$ cat config.mk
export PLATFORM = sky130hd
export DESIGN_NAME = mem_arbiter
export DESIGN_NICKNAME = d
export VERILOG_FILES = /design/src/rtl/mem_arbiter.sv
export SDC_FILE = /design/constraint.sdc
export NUM_CORES = 1
export LEC_CHECK = 0
export ABC_AREA = 1
export BUFFER_PORTS_ARGS = -buffer_cell sky130_fd_sc_hd__buf_2
export CORE_AREA = 2 2 123 125
export DETAILED_ROUTE_END_ITERATION = 7
export DIE_AREA = 0 0 125 127
export HOLD_SLACK_MARGIN = 0.03
export PLACE_DENSITY_LB_ADDON = 0.2
export SYNTH_ARGS = -nofsm -noshare
export SYNTH_HDL_FRONTEND = slang
export SYNTH_SLANG_ARGS = --single-unit
$ cat constraint.sdc
create_clock -name clk -period 3.72 [get_ports clk]
set_input_delay 0.744 -clock clk [delete_from_list [all_inputs] [get_ports clk]]
set_output_delay 0.744 -clock clk [all_outputs]
set_load 0.02 [all_outputs]
$ cat src/rtl/mem_arbiter.sv
// rtl/mem_arbiter.sv - round-robin IFU/LSU arbiter and sequencer for a single-port memory
//
// Ports:
//   clk, resetn                      clock, asynchronous active-low reset
//   ifu_req_* / ifu_resp_*           IFU read-only request and response handshakes
//   lsu_req_* / lsu_resp_*           LSU read/write request and response handshakes
//   mem_*                            single-port memory request outputs, mem_rdata input
module mem_arbiter #(
    parameter int ADDR_W = 32,
    parameter int DATA_W = 32
) (
    input  logic              clk,
    input  logic              resetn,
    input  logic              ifu_req_valid,
    output logic              ifu_req_ready,
    input  logic [ADDR_W-1:0] ifu_req_addr,
    output logic              ifu_resp_valid,
    input  logic              ifu_resp_ready,
    output logic [DATA_W-1:0] ifu_resp_rdata,
    input  logic              lsu_req_valid,
    output logic              lsu_req_ready,
    input  logic [ADDR_W-1:0] lsu_req_addr,
    input  logic              lsu_req_wen,
    input  logic [DATA_W-1:0] lsu_req_wdata,
    input  logic [7:0]        lsu_req_wmask,
    output logic              lsu_resp_valid,
    input  logic              lsu_resp_ready,
    output logic [DATA_W-1:0] lsu_resp_rdata,
    output logic              mem_valid,
    output logic [ADDR_W-1:0] mem_raddr,
    output logic              mem_wen,
    output logic [ADDR_W-1:0] mem_waddr,
    output logic [DATA_W-1:0] mem_wdata,
    output logic [7:0]        mem_wmask,
    input  logic [DATA_W-1:0] mem_rdata
);

    localparam logic OWN_IFU = 1'b0;
    localparam logic OWN_LSU = 1'b1;

    typedef enum logic [1:0] {
        S_IDLE   = 2'd0,
        S_ACCESS = 2'd1,
        S_RESP   = 2'd2
    } state_t;

    state_t             r_state;
    state_t             w_state_nxt;
    logic               r_owner;
    logic               r_last;
    logic               r_wen;
    logic [ADDR_W-1:0]  r_addr;
    logic [DATA_W-1:0]  r_wdata;
    logic [DATA_W-1:0]  r_rdata;
    logic [7:0]         r_wmask;
    logic               w_grant_ifu;
    logic               w_grant_lsu;
    logic               w_resp_done;
    logic               w_access;
    logic               w_resp;

    always_comb begin
        w_state_nxt = r_state;
        w_grant_ifu = 1'b0;
        w_grant_lsu = 1'b0;
        w_resp_done = 1'b0;
        case (r_state)
            S_IDLE: begin
                // On a tie the port that did not win last time gets the grant.
                w_grant_ifu = ifu_req_valid && (!lsu_req_valid || r_last == OWN_LSU);
                w_grant_lsu = lsu_req_valid && (!ifu_req_valid || r_last == OWN_IFU);
                if (w_grant_ifu || w_grant_lsu) begin
                    w_state_nxt = S_ACCESS;
                end
            end
            S_ACCESS: begin
                w_state_nxt = S_RESP;
            end
            S_RESP: begin
                w_resp_done = (r_owner == OWN_IFU) ? ifu_resp_ready : lsu_resp_ready;
                if (w_resp_done) begin
                    w_state_nxt = S_IDLE;
                end
            end
            default: begin
                w_state_nxt = S_IDLE;
            end
        endcase
    end

    always_ff @(posedge clk or negedge resetn) begin
        if (!resetn) begin
            r_state <= S_IDLE;
            r_owner <= OWN_IFU;
            r_last  <= OWN_LSU;
            r_wen   <= 1'b0;
            r_addr  <= '0;
            r_wdata <= '0;
            r_wmask <= '0;
            r_rdata <= '0;
        end else begin
            r_state <= w_state_nxt;
            if (w_grant_ifu) begin
                r_owner <= OWN_IFU;
                r_last  <= OWN_IFU;
                r_addr  <= ifu_req_addr;
                r_wen   <= 1'b0;
                r_wdata <= '0;
                r_wmask <= '0;
            end else if (w_grant_lsu) begin
                r_owner <= OWN_LSU;
                r_last  <= OWN_LSU;
                r_addr  <= lsu_req_addr;
                r_wen   <= lsu_req_wen;
                r_wdata <= lsu_req_wdata;
                r_wmask <= lsu_req_wmask;
            end
            // Writes return zero as their completion data.
            if (r_state == S_ACCESS) begin
                r_rdata <= r_wen ? '0 : mem_rdata;
            end
        end
    end

    // Memory outputs decode from state alone so an async reset drops them at once.
    assign w_access  = (r_state == S_ACCESS);
    assign w_resp    = (r_state == S_RESP);

    assign ifu_req_ready  = w_grant_ifu;
    assign lsu_req_ready  = w_grant_lsu;

    assign mem_valid = w_access;
    assign mem_wen   = w_access && r_wen;
    assign mem_raddr = w_access ? r_addr  : '0;
    assign mem_waddr = w_access ? r_addr  : '0;
    assign mem_wdata = w_access ? r_wdata : '0;
    assign mem_wmask = w_access ? r_wmask : '0;

    assign ifu_resp_valid = w_resp && (r_owner == OWN_IFU);
    assign lsu_resp_valid = w_resp && (r_owner == OWN_LSU);
    assign ifu_resp_rdata = ifu_resp_valid ? r_rdata : '0;
    assign lsu_resp_rdata = lsu_resp_valid ? r_rdata : '0;

endmodule

==> impl_metrics.env <==
export IMPL_period_needed_ns=2.920
export IMPL_clk_path_buf_depth=2
export IMPL_final_nets=1230
export IMPL_worst_hold_path_type="in2async"
export IMPL_track_usage=0.2070
export IMPL_number_of_placement_rows=44
export IMPL_floorplan_initialDensity=0.4090
export IMPL_critical_path_slowest_cell="nand3_1"
export IMPL_timing_critical_path_required_ns=2.98
export IMPL_synthesis_nets=972
export IMPL_synthesis_to_layout_area_growth_pct=28.46
export IMPL_tritoncts_buffers=9
export IMPL_grt_first_pass_wirelength_um=26520
export IMPL_synth_largest_area_cell="dfrtp_1"
export IMPL_grt_pass1_vias=5228
export IMPL_critPathArrivalTime_ns=2.18
export IMPL_critical_path_max_stage_delay_ns=0.59
export IMPL_p_leak_nw=4.667
export IMPL_detailedRoute_firstPassIterationCount=4
export IMPL_yosys_top_cells_count="174 x inv_1, 144 x nand2_1, 138 x nor2_1"
export IMPL_syn_area_per_cell_um2=7.116
export IMPL_fin_skew_ns=0.004640
export IMPL_core_um2=14420
export IMPL_die_width_um=125
export IMPL_htree_levels=3
export IMPL_ys_flop_type="dfrtp_1"
export IMPL_netlist_cell_type_count=20
export IMPL_synth_seq_area_share=0.4626
export IMPL_dr_total_vias=5758
export IMPL_number_of_sinks_driven_by_the_clock_tree=109
export IMPL_timing_critical_path_cells="nand3_1 > buf_4 > nor2_1 > buf_2"
export IMPL_clock_tree_from_tritoncts="yes"
export IMPL_post_dp_cell_area_um2=7300
export IMPL_critical_path_endpoint_type="output port"
export IMPL_cp_startpoint="r_state[1]"
export IMPL_synth_async_reset_ratio=1.000
export IMPL_total_routed_wirelength_um=16720
export IMPL_drc_errors=0
export IMPL_timing_final_setup_violations=0
export IMPL_report_final_hold_viol_count=0
export IMPL_post_cts_setup_buffers=0
export IMPL_rsz0062_at_grt="false"
export IMPL_slew_headroom=0.3157
export IMPL_netlist_instances=829
export IMPL_timing_worst_setup_path_type="reg2out"
export IMPL_regToRegStartpoint="r_state[1]"
export IMPL_final_layout_size_suffix_gt1_frac=0.3233
export IMPL_period_share=0.7849
export IMPL_drt_first_iter_violations=277
export IMPL_synthMostInstantiatedCell="inv_1"
export IMPL_timing_final_max_slew_violations=0
export IMPL_portBuffers=316
export IMPL_clkSlewWorstSetupHoldPaths_ns=0.07
export IMPL_area_share_of_the_leading_cell_type_in_the_synthesized_netlist=0.4581
export IMPL_drv_cap=0
export IMPL_power_density_cell_area_nw_per_um2=762.2
export IMPL_gp_congestion=0.8081
export IMPL_fp_dieH_um=127
export IMPL_synth_enable_flop_cells=0
export IMPL_antenna_found_initial=2
export IMPL_dieArea_um2=15880
export IMPL_worstSetupStartpointType="flip-flop"
export IMPL_grt_overflow=0
export IMPL_fin_tns_setup_ns=0
export IMPL_timing_worst_slew_pin_value_ns=1.025
export IMPL_boundaryPins=317
export IMPL_length_in_cells_of_the_worst_reg_to_reg_path=7
export IMPL_grt_start_max_net_pins=76
export IMPL_run_status="completed"
export IMPL_post_layout_total_power_mw=5.776
export IMPL_post_synth_instance_area_um2=5899
export IMPL_postSynthRegisterBits=109
export IMPL_wl_per_cell_um=13.10
export IMPL_clock_tree_root_cell="clkbuf_16"
export IMPL_antenna_left=0
export IMPL_yosys_warnings=0
export IMPL_timing_limited_maximum_frequency_ghz=0.3425
export IMPL_cts_resized=0
export IMPL_cts_hold_buffers_added=0
export IMPL_routed_via_density=4.509
export IMPL_netlist_top_cells_area="dfrtp_1 46%, inv_1 11%, nand2_1 9.2%"
export IMPL_worstPathMaxFanout=20
export IMPL_stdcell_area_um2=7579
export IMPL_vdd_ir_drop_worst_uv=432.8
export IMPL_hpwl_after_detailed_placement_um=11910
export IMPL_insertion_delay_ns=0.35
[logic make-up (layout without fill, tap and decap cells)]
family,after synthesis,in the layout,synth area share
compound gates,75,75,0.06405
other cells,0,1,0
buf+inv,260,523,0.2028
flops,109,109,0.4626
simple gates,385,385,0.2706
[layout by cell type (no fill, tap or decap)]
| master | synthesis | layout |
|---|---|---|
| inv_2 | 5 | 5 |
| clkinv_2 | 0 | 2 |
| clkinv_1 | 1 | 1 |
| buf_4 | 39 | 11 |
| clkbuf_8 | 0 | 1 |
| inv_1 | 174 | 174 |
| o211ai_1 | 1 | 1 |
| nand3_1 | 98 | 98 |
| buf_2 | 23 | 315 |
| buf_12 | 0 | 1 |
| nor3_4 | 0 | 1 |
| clkbuf_16 | 0 | 9 |
| inv_6 | 0 | 1 |
| clkinvlp_4 | 0 | 2 |
| dfstp_2 | 1 | 1 |
| nor2_4 | 1 | 2 |
| nor2_1 | 138 | 138 |
| nor3_2 | 2 | 1 |
| nand2_1 | 144 | 144 |
| diode_2 | 0 | 1 |
| dfrtp_1 | 108 | 108 |
| clkbuf_1 | 8 | 1 |
| o21ai_1 | 17 | 17 |
| o21ai_0 | 57 | 57 |
| nand3_2 | 1 | 1 |
[worst max-delay path, delay by kind of cell (launching register included)]
| kind | cells | cell delay, ns |
|---|---|---|
| buffers and inverters | 2 | 0.59 |
| and+or+nand+nor | 2 | 0.69 |
| DFF | 1 | 0.55 |
[cell type report]
type	instances	area [um2]
diodes	1	2.502
clock buffers	11	242.7
clock inverters	5	33.78
fillers	1471	6845
inverters	180	675.6
multi-input cells	460	1986
flip-flops and latches	109	2729
well taps	184	230.2
repair buffers	327	1679
[state kept, by name (all words and copies together) (netlist names)]
| signal | cells |
|---|---|
| r_wdata | 32 |
| r_state | 2 |
| r_owner | 1 |
| r_last | 1 |
| r_rdata | 32 |
| r_addr | 32 |
| r_wen | 1 |
| r_wmask | 8 |
[metal layers]
metal,GRT usage,vias up,wire length [um]
li1,-,2930,-
met1,0.2586,2594,7212
met2,0.3552,207,8100
met3,0.04062,25,998
met4,0.08235,2,395
met5,0,-,17
[final timing paths]
kind                                           end  slack, ns
worst max-delay path            lsu_resp_rdata[11]       0.80
worst min-delay path                   r_wdata[11]       0.45
worst max register to register         r_wdata[31]       1.75
worst min register to register          r_addr[15]       0.48
max in group asynchronous               r_addr[27]       2.38
min in group clk                        r_addr[15]       0.48
[stage by stage]
stage	hold slack [ns]	std cells	utilization	setup WS (ns)
finish	0.4493	1277	0.5254	0.8000
global route	0.5025	1276	0.5252	0.5090
CTS	0.4836	1276	0.5252	0.7553
detailed placement	0.4649	1260	0.5061	1.147
global placement	0.4636	1260	0.5061	1.190
floorplan	0.4484	829	-	1.465
[power by group]
| group | leakage [nW] | internal [mW] | switching (mW) | total (mW) |
|---|---|---|---|---|
| registers | 1.37 | 1.71 | 0.204 | 1.91 |
| clock network | 0.132 | 0.473 | 0.429 | 0.902 |
| logic | 3.16 | 0.865 | 2.10 | 2.96 |
Note: power is estimated with default switching activity, not from simulation.
